### config.mk
export PLATFORM = sky130hd
export DESIGN_NAME = reg_file
export DESIGN_NICKNAME = d
export VERILOG_FILES = /design/src/rtl/core_pkg.sv /design/src/rtl/reg_file_rdport.sv /design/src/rtl/reg_file.sv
export SDC_FILE = /design/constraint.sdc
export NUM_CORES = 2
export LEC_CHECK = 0
export CELL_PAD_IN_SITES_DETAIL_PLACEMENT = 1
export CELL_PAD_IN_SITES_GLOBAL_PLACEMENT = 1
export CORE_MARGIN = 4
export CORE_UTILIZATION = 50
export CTS_BUF_LIST = sky130_fd_sc_hd__clkbuf_4 sky130_fd_sc_hd__clkbuf_8 sky130_fd_sc_hd__clkbuf_16
export DETAILED_ROUTE_END_ITERATION = 7
export PLACE_DENSITY = 0.87
export SETUP_SLACK_MARGIN = 0.4
export SYNTH_ARGS = -nofsm -noshare
export SYNTH_HDL_FRONTEND = slang
export SYNTH_HIERARCHICAL = 1
export SYNTH_SLANG_ARGS = --single-unit
### constraint.sdc
create_clock -name clk -period 5.99 [get_ports clk]
set_input_delay 0.599 -clock clk [delete_from_list [all_inputs] [get_ports clk]]
set_output_delay 0.599 -clock clk [all_outputs]
set_load 0.05 [all_outputs]
### src/rtl/core_pkg.sv
`default_nettype none
// ============================================================================
// Module      : core_pkg
// Description : Shared RV32I core constants: datapath width, register
//               address width, named architectural register indices and the
//               stack/global pointer reset values. The linker script uses the
//               same sp/gp values.
// Revision    : 1.0 - initial release
// ============================================================================
package core_pkg;

    localparam int XLEN       = 32;
    localparam int NREGS      = 32;
    localparam int REG_ADDR_W = 5;

    localparam int REG_ZERO = 0;
    localparam int REG_RA   = 1;
    localparam int REG_SP   = 2;
    localparam int REG_GP   = 3;

    localparam logic [XLEN-1:0] SP_RESET = 32'h0000_3FFC;
    localparam logic [XLEN-1:0] GP_RESET = 32'h0000_1800;

endpackage : core_pkg
`default_nettype wire

### src/rtl/reg_file_rdport.sv
`default_nettype none
// ============================================================================
// Module      : reg_file_rdport
// Description : One combinational read port of the register file. It selects
//               the addressed word, forces x0 to read as zero and, when
//               REG_FILE_BYPASS_EN is defined, forwards the write-port data to
//               the read port if it targets the same register in this cycle.
// Ports       : rst_n  - active-low reset; forwarding is suppressed while low
//               ra     - read address
//               regs   - flattened storage contents
//               we/wa/wd - write port of the current cycle (forwarding source)
//               rd     - read data
// Config      : REG_FILE_BYPASS_EN - enables write-to-read forwarding.
// Revision    : 1.0 - initial release
// ============================================================================
module reg_file_rdport
    import core_pkg::*;
#(
    parameter int XLEN_P  = XLEN,
    parameter int NREGS_P = NREGS
) (
    input  logic                            rst_n,
    input  logic [REG_ADDR_W-1:0]           ra,
    input  logic [NREGS_P-1:0][XLEN_P-1:0]  regs,
    input  logic                            we,
    input  logic [REG_ADDR_W-1:0]           wa,
    input  logic [XLEN_P-1:0]               wd,
    output logic [XLEN_P-1:0]               rd
);

    logic [XLEN_P-1:0] w_stored;

    assign w_stored = regs[ra];

`ifdef REG_FILE_BYPASS_EN
    logic w_fwd;

    // Forward only a real, committed write: x0 writes are dropped and reset
    // discards the write, so neither may be forwarded.
    assign w_fwd = rst_n && we && (wa != '0) && (wa == ra);

    always_comb begin
        rd = w_stored;
        if (ra == '0) begin
            rd = '0;
        end else if (w_fwd) begin
            rd = wd;
        end
    end
`else
    // Forwarding inputs exist only so both builds share one port list.
    logic w_unused;
    assign w_unused = ^{rst_n, we, wa, wd};

    always_comb begin
        rd = w_stored;
        if (ra == '0) begin
            rd = '0;
        end
    end
`endif

endmodule : reg_file_rdport
`default_nettype wire

### src/rtl/reg_file.sv
`default_nettype none
// ============================================================================
// Module      : reg_file
// Description : RV32I architectural register file, 32 x 32-bit. x0 reads as
//               zero. Two combinational read ports, one write port that
//               commits on the rising clock edge, and a committed-write
//               counter for performance/debug.
// Ports       : clk        - core clock
//               rst_n      - synchronous active-low reset
//               ra1/rd1    - read port 1 (rs1 -> ALU operand a)
//               ra2/rd2    - read port 2 (rs2 -> ALU operand b / store data)
//               we3/wa3/wd3- write port (rd, write-back value)
//               wr_cnt     - count of committed writes, wraps modulo 2^32
// Config      : REG_FILE_BYPASS_EN - write-to-read forwarding on both ports.
// Revision    : 1.0 - initial release
// ============================================================================
module reg_file
    import core_pkg::*;
#(
    parameter int                 XLEN_P     = XLEN,
    parameter int                 NREGS_P    = NREGS,
    parameter logic [XLEN_P-1:0]  SP_RESET_P = SP_RESET,
    parameter logic [XLEN_P-1:0]  GP_RESET_P = GP_RESET
) (
    input  logic                   clk,
    input  logic                   rst_n,
    input  logic [REG_ADDR_W-1:0]  ra1,
    input  logic [REG_ADDR_W-1:0]  ra2,
    output logic [XLEN_P-1:0]      rd1,
    output logic [XLEN_P-1:0]      rd2,
    input  logic                   we3,
    input  logic [REG_ADDR_W-1:0]  wa3,
    input  logic [XLEN_P-1:0]      wd3,
    output logic [31:0]            wr_cnt
);

    logic [NREGS_P-1:0][XLEN_P-1:0] r_regs;
    logic [31:0]                    r_wr_cnt;
    logic                           w_commit;

    assign w_commit = we3 && (wa3 != '0);

    always_ff @(posedge clk) begin
        if (!rst_n) begin
            for (int i = 0; i < NREGS_P; i++) begin
                if (i == REG_SP) begin
                    r_regs[i] <= SP_RESET_P;
                end else if (i == REG_GP) begin
                    r_regs[i] <= GP_RESET_P;
                end else begin
                    r_regs[i] <= '0;
                end
            end
            r_wr_cnt <= '0;
        end else if (w_commit) begin
            r_regs[wa3] <= wd3;
            r_wr_cnt    <= r_wr_cnt + 32'd1;
        end
    end

    assign wr_cnt = r_wr_cnt;

    reg_file_rdport #(
        .XLEN_P  (XLEN_P),
        .NREGS_P (NREGS_P)
    ) u_rdport1 (
        .rst_n (rst_n),
        .ra    (ra1),
        .regs  (r_regs),
        .we    (we3),
        .wa    (wa3),
        .wd    (wd3),
        .rd    (rd1)
    );

    reg_file_rdport #(
        .XLEN_P  (XLEN_P),
        .NREGS_P (NREGS_P)
    ) u_rdport2 (
        .rst_n (rst_n),
        .ra    (ra2),
        .regs  (r_regs),
        .we    (we3),
        .wa    (wa3),
        .wd    (wd3),
        .rd    (rd2)
    );

endmodule : reg_file
`default_nettype wire

# Word-level counts from Yosys, hierarchy flattened
# Cells that the tools add are included.
[totals] ff_bits=1056 in_bits=50 output_inout_bits=96
[classes] addsub=1 magnitude_cmp=4 muxes=9 n_reduce_logical=5
[op_table] operator="$bwmux 1024" count=1
[op_table] operator="$bmux 32 s5" count=2
[op_table] operator="$demux 32 s5" count=1
[op_table] operator="$mux 32" count=5
[op_table] operator="$add 32x1->32 const B" count=1
[op_table] operator="$lt 5x6->1 const B" count=3
[op_table] operator="$logic_not 5->1" count=2
[op_table] operator="$ge 5x1->1 const B" count=1
[op_table] operator="$reduce_bool 5->1" count=1
[op_table] operator="$logic_and 1x1->1" count=2

# Logic depth before layout (Yosys ltp)
[depth] ltp_word=5 mapped_depth=8 depth_no_buf=5

# Modules after synthesis
# The synthesis kept the hierarchy.
[modules_own_cells] mod="reg_file" instances=1 cells_per_inst=4720 area_each_um2=36792.8 seq_area_each_um2=21140.3
[modules_own_cells] mod="reg_file_rdport" instances=2 cells_per_inst=664 area_each_um2=8368.0 seq_area_each_um2=0.0

# Least setup slack after synthesis
# No wires, ideal clock.
[synth_timing] path_type="input to output" startpoint="input port ra1[0]" endpoint="output port rd1[14]" t_arrival_ps=2862 required_time_ps=5391 path_slack_ps=2529 stages=7 cell_sequence="buf_4 -> inv_2 -> buf_4 -> buf_4 -> clkbuf_1 -> o2111ai_1 -> a311oi_1"
[synth_between] elab_chain_len=3 word_cells_on_any_way=4 classes_between="3 x mux; 1 x reduce/logical"
[synth_rtl] element="start, declared" line="reg_file.sv:27" text="input logic [REG_ADDR_W-1:0] ra1,"
[synth_rtl] element="$bmux 32 s5" line="reg_file_rdport.sv:33" text="assign w_stored = regs[ra];"
[synth_rtl] element="$mux 32 (implied by the code)" line="reg_file_rdport.sv:33"
[synth_rtl] element="$mux 32 (*)" line="reg_file_rdport.sv:57" text="if (ra == '0) begin"
[synth_rtl] element="end, declared" line="reg_file.sv:29" text="output logic [XLEN_P-1:0] rd1,"
# Mark *: on every way between the ends. The rest lies on a longest branch, timed or not. The select of a mux whose other input is x is not followed.

# Worst setup path in the final report
[layout_timing] startpoint="input port ra2[3]" endpoint="output port rd2[9]"
[layout_between] elab_chain_len=3 word_cells_on_any_way=4 classes_between="3 x mux; 1 x reduce/logical"
[layout_rtl] element="start, declared" line="reg_file.sv:28" text="input logic [REG_ADDR_W-1:0] ra2,"
[layout_rtl] element="$bmux 32 s5" line="reg_file_rdport.sv:33"
[layout_rtl] element="$mux 32 (implied by the code)" line="reg_file_rdport.sv:33"
[layout_rtl] element="$mux 32 (*)" line="reg_file_rdport.sv:57"
[layout_rtl] element="end, declared" line="reg_file.sv:30" text="output logic [XLEN_P-1:0] rd2,"
# Marks and branches as above.

==> impl_metrics.py <==
metrics = {
    "outcome": {
        "status": "finished, violations left",
        "violations": "DRC",
    },
    "detailed_routing": {
        "dr_total_vias": 53600,
        "post_drt_wl_per_cell_um": 33.3,
        "dr.pass1.iters": 8,
        "ant_nets": 0,
        "avgViaCountPerCell": 7.32,
        "drc": 10,
        "wl_um": 243000,
        "first_iter_violations": 8579,
    },
    "cts": {
        "post_cts_resized": 0,
        "cts_max_level": 3,
        "cts_tree": "yes",
        "root_buffer": "clkbuf_16",
        "hold_buffers": 0,
        "cts_setup_buffers": 0,
        "cts_inserted_buffers": 113,
        "clk_latency_ns": 0.74,
        "cts.path.max_buffers": 3,
        "clk_pin_slew_ns": 0.06,
        "cts_sinks": 1056,
    },
    "setup_path": {
        "crit_path_max_fanout": 23,
        "cp.arrival_ns": 4.46,
        "cp.required_ns": 5.39,
        "worstSetupPathType": "in -> out",
        "end_kind": "output pin",
        "critPathLaunchType": "primary input",
    },
    "min_path": {
        "hold_path_class": "reg -> reg",
    },
    "power_and_ir_drop": {
        "swShare_pct": 26.5,
        "powerDensity_nw_per_um2": 274,
        "p_total_mw": 16.3,
        "power.switching_mw": 4.31,
        "p_leak_nw": 19.1,
        "internal_power_mw": 12.0,
        "p_seq_share_pct": 43.7,
        "combPwrFrac_pct": 9.6,
        "vdd_drop_max_uv": 238,
        "clock_power_share_pct": 46.7,
    },
    "placement": {
        "postPlaceCellArea_um2": 55300,
        "port_buffers": 145,
        "place_congestion": 0.911,
        "dpl.hpwl_um": 138000,
    },
    "sta": {
        "min_period_ns": 5.06,
        "worst_pin_slew_ns": 1.40,
        "skew_ns": 0.0248,
        "fin_tns_setup_ns": 0,
        "hold_viol": 0,
        "relSlewSlack_pct": 6.45,
        "grt_setup_unrepaired": "false",
        "slew_violations": 0,
        "setup_violations": 0,
        "period_share_pct": 84.5,
        "fmax_mhz": 198,
    },
    "logic_synthesis": {
        "synth-edff-count": 0,
        "synth_nets": 6099,
        "ys_types": 61,
        "synth_area_um2": 53500,
        "ys_seq_area_share_pct": 39.5,
        "syn_inst": 6048,
        "syn_avg_cell_area_um2": 8.85,
        "ys_ff_latch": 1056,
        "synth-main-ff-cell": "dfxtp_1",
        "async_reset_ff_share_pct": 0,
        "yosys_warnings": 6,
    },
    "global_route": {
        "grt_pass1_wl_um": 355000,
        "grt-ovfl-total": 0,
        "grt_use_total_pct": 42.1,
        "grt_max_degree": 183,
        "grt_antenna_before_repair": 16,
        "first_global_vias": 54600,
    },
    "floorplanning": {
        "initial_core_util_pct": 50.6,
        "fp.dieW_um": 335,
        "die_h_um": 335,
        "fp-row-count": 119,
        "coreArea_um2": 106000,
        "ios": 146,
        "dieArea_um2": 112000,
    },
    "cells_and_area": {
        "layout_commonest_cell": "nand2_1",
        "area_growth_pct": 10.9,
        "fin_nets": 5865,
        "drive_gt1_share_pct": 16.5,
        "design_area_um2": 59300,
        "n_fill_cell": 11900,
        "layout_common_cells": "2029 x nand2_1, 1056 x dfxtp_1, 1002 x a21oi_1",
    },
    "run": {
        "maxCapViolations": 0,
    },
}
==> cells by family after synthesis <==
logic type	Yosys count	synth area share [%]
adder cells (fa/ha/maj)	1	0.0234
buffers and inverters	642	5.61
AO/OA/AOI/OAI	1403	14.8
multiplexers	642	22.6
AND/OR/NAND/NOR	2300	17.4
XOR/XNOR	4	0.0654
flip-flops	1056	39.5
==> flip-flops by register name, summed over array words and instances, names as in the netlist <==
register and count:
r_regs 1024, wr_cnt 32
==> worst paths after layout <==
path	startpoint	endpoint	slack, ns	depth (start not counted)
hold reg to reg	r_regs[508]	r_regs[508]	0.47	2
setup / recovery	ra2[3]	rd2[9]	0.93	5
hold / removal	r_regs[508]	r_regs[508]	0.47	2
setup reg to reg	wr_cnt[11]	wr_cnt[23]	3.69	4
==> layout make-up <==
type	count	area [um2]	area share [%]
inverter	7	36.3	0.0611
timing repair buffer	286	2720	4.58
clock inverter	41	526	0.886
antenna	18	45.0	0.0759
sequential	1056	21100	35.6
clock buffer	169	3470	5.84
multi-input combinational	4350	29700	50.0
tap	1391	1740	2.93
==> critical path, stage by stage <==
cell and delay, ns:
buf_2 0.60, nor2b_4 1.18, a22oi_1 0.25, a311oi_1 0.82, clkdlybuf4s50_1 0.96
==> through the flow <==
stage / instances / util, % / hold WS, ns / setup WS, ns
global route: 7300 / 56.1 / 0.484 / 1.09
floorplan: 6048 / - / 0.443 / 2.53
finish: 7318 / 56.1 / 0.468 / 0.927
detailed placement: 7090 / 52.3 / 0.459 / 1.25
CTS: 7300 / 56.1 / 0.469 / 1.22
global placement: 7090 / 52.3 / 0.448 / 1.28
==> synthesized netlist by cell type (3+ instances only) <==
cell	number	area, um2
or2_1	5	31.3
a21oi_1	1002	5010
o31ai_1	18	135
o211ai_1	3	22.5
or4_1	19	143
buf_1	9	33.8
nand4_1	9	56.3
dfxtp_1	1056	21100
a311oi_2	4	60.1
nor4_1	5	31.3
nor2b_1	68	425
a22oi_1	64	480
mux2_2	64	721
a211oi_1	64	480
xor2_1	4	35.0
nand4b_1	3	26.3
mux4_2	448	10100
clkbuf_1	461	1730
nand2b_1	5	31.3
mux2i_1	130	1300
o21ai_1	112	561
nand2_1	2051	7700
o2111ai_1	16	140
and3_1	6	37.5
and2_1	38	238
buf_2	73	365
nand3_1	23	115
a221oi_1	48	420
and4_1	3	26.3
a311oi_1	60	526
buf_4	43	323
inv_1	4	15.0
or4_4	4	45.0
or3_1	5	31.3
and4b_1	3	30.0
buf_6	39	439
nor2_1	31	116
nor3_1	3	15.0
and4bb_2	3	37.5
inv_2	3	11.3
clkbuf_4	6	45.0
o21ai_0	5	25.0
==> metal layers <==
metal  track usage (%)  up-vias  routed length, um
met5                 0        -                 90
met3              14.5     1636              36000
li1                  -    20800                  -
met1              51.1    26400              81800
met4              32.8       12              22800
met2              61.4     4706             103000
==> power by group through the flow <==
stage	Combinational, mW	Clock [mW]	Sequential (mW)
floorplan	0.967	0	7.26
global placement	1.46	0	7.26
detailed placement	1.48	0	7.27
CTS	1.50	7.56	7.11
global route	1.58	7.89	7.12
finish	1.57	7.60	7.12
Power figures use the tool's default switching activity.
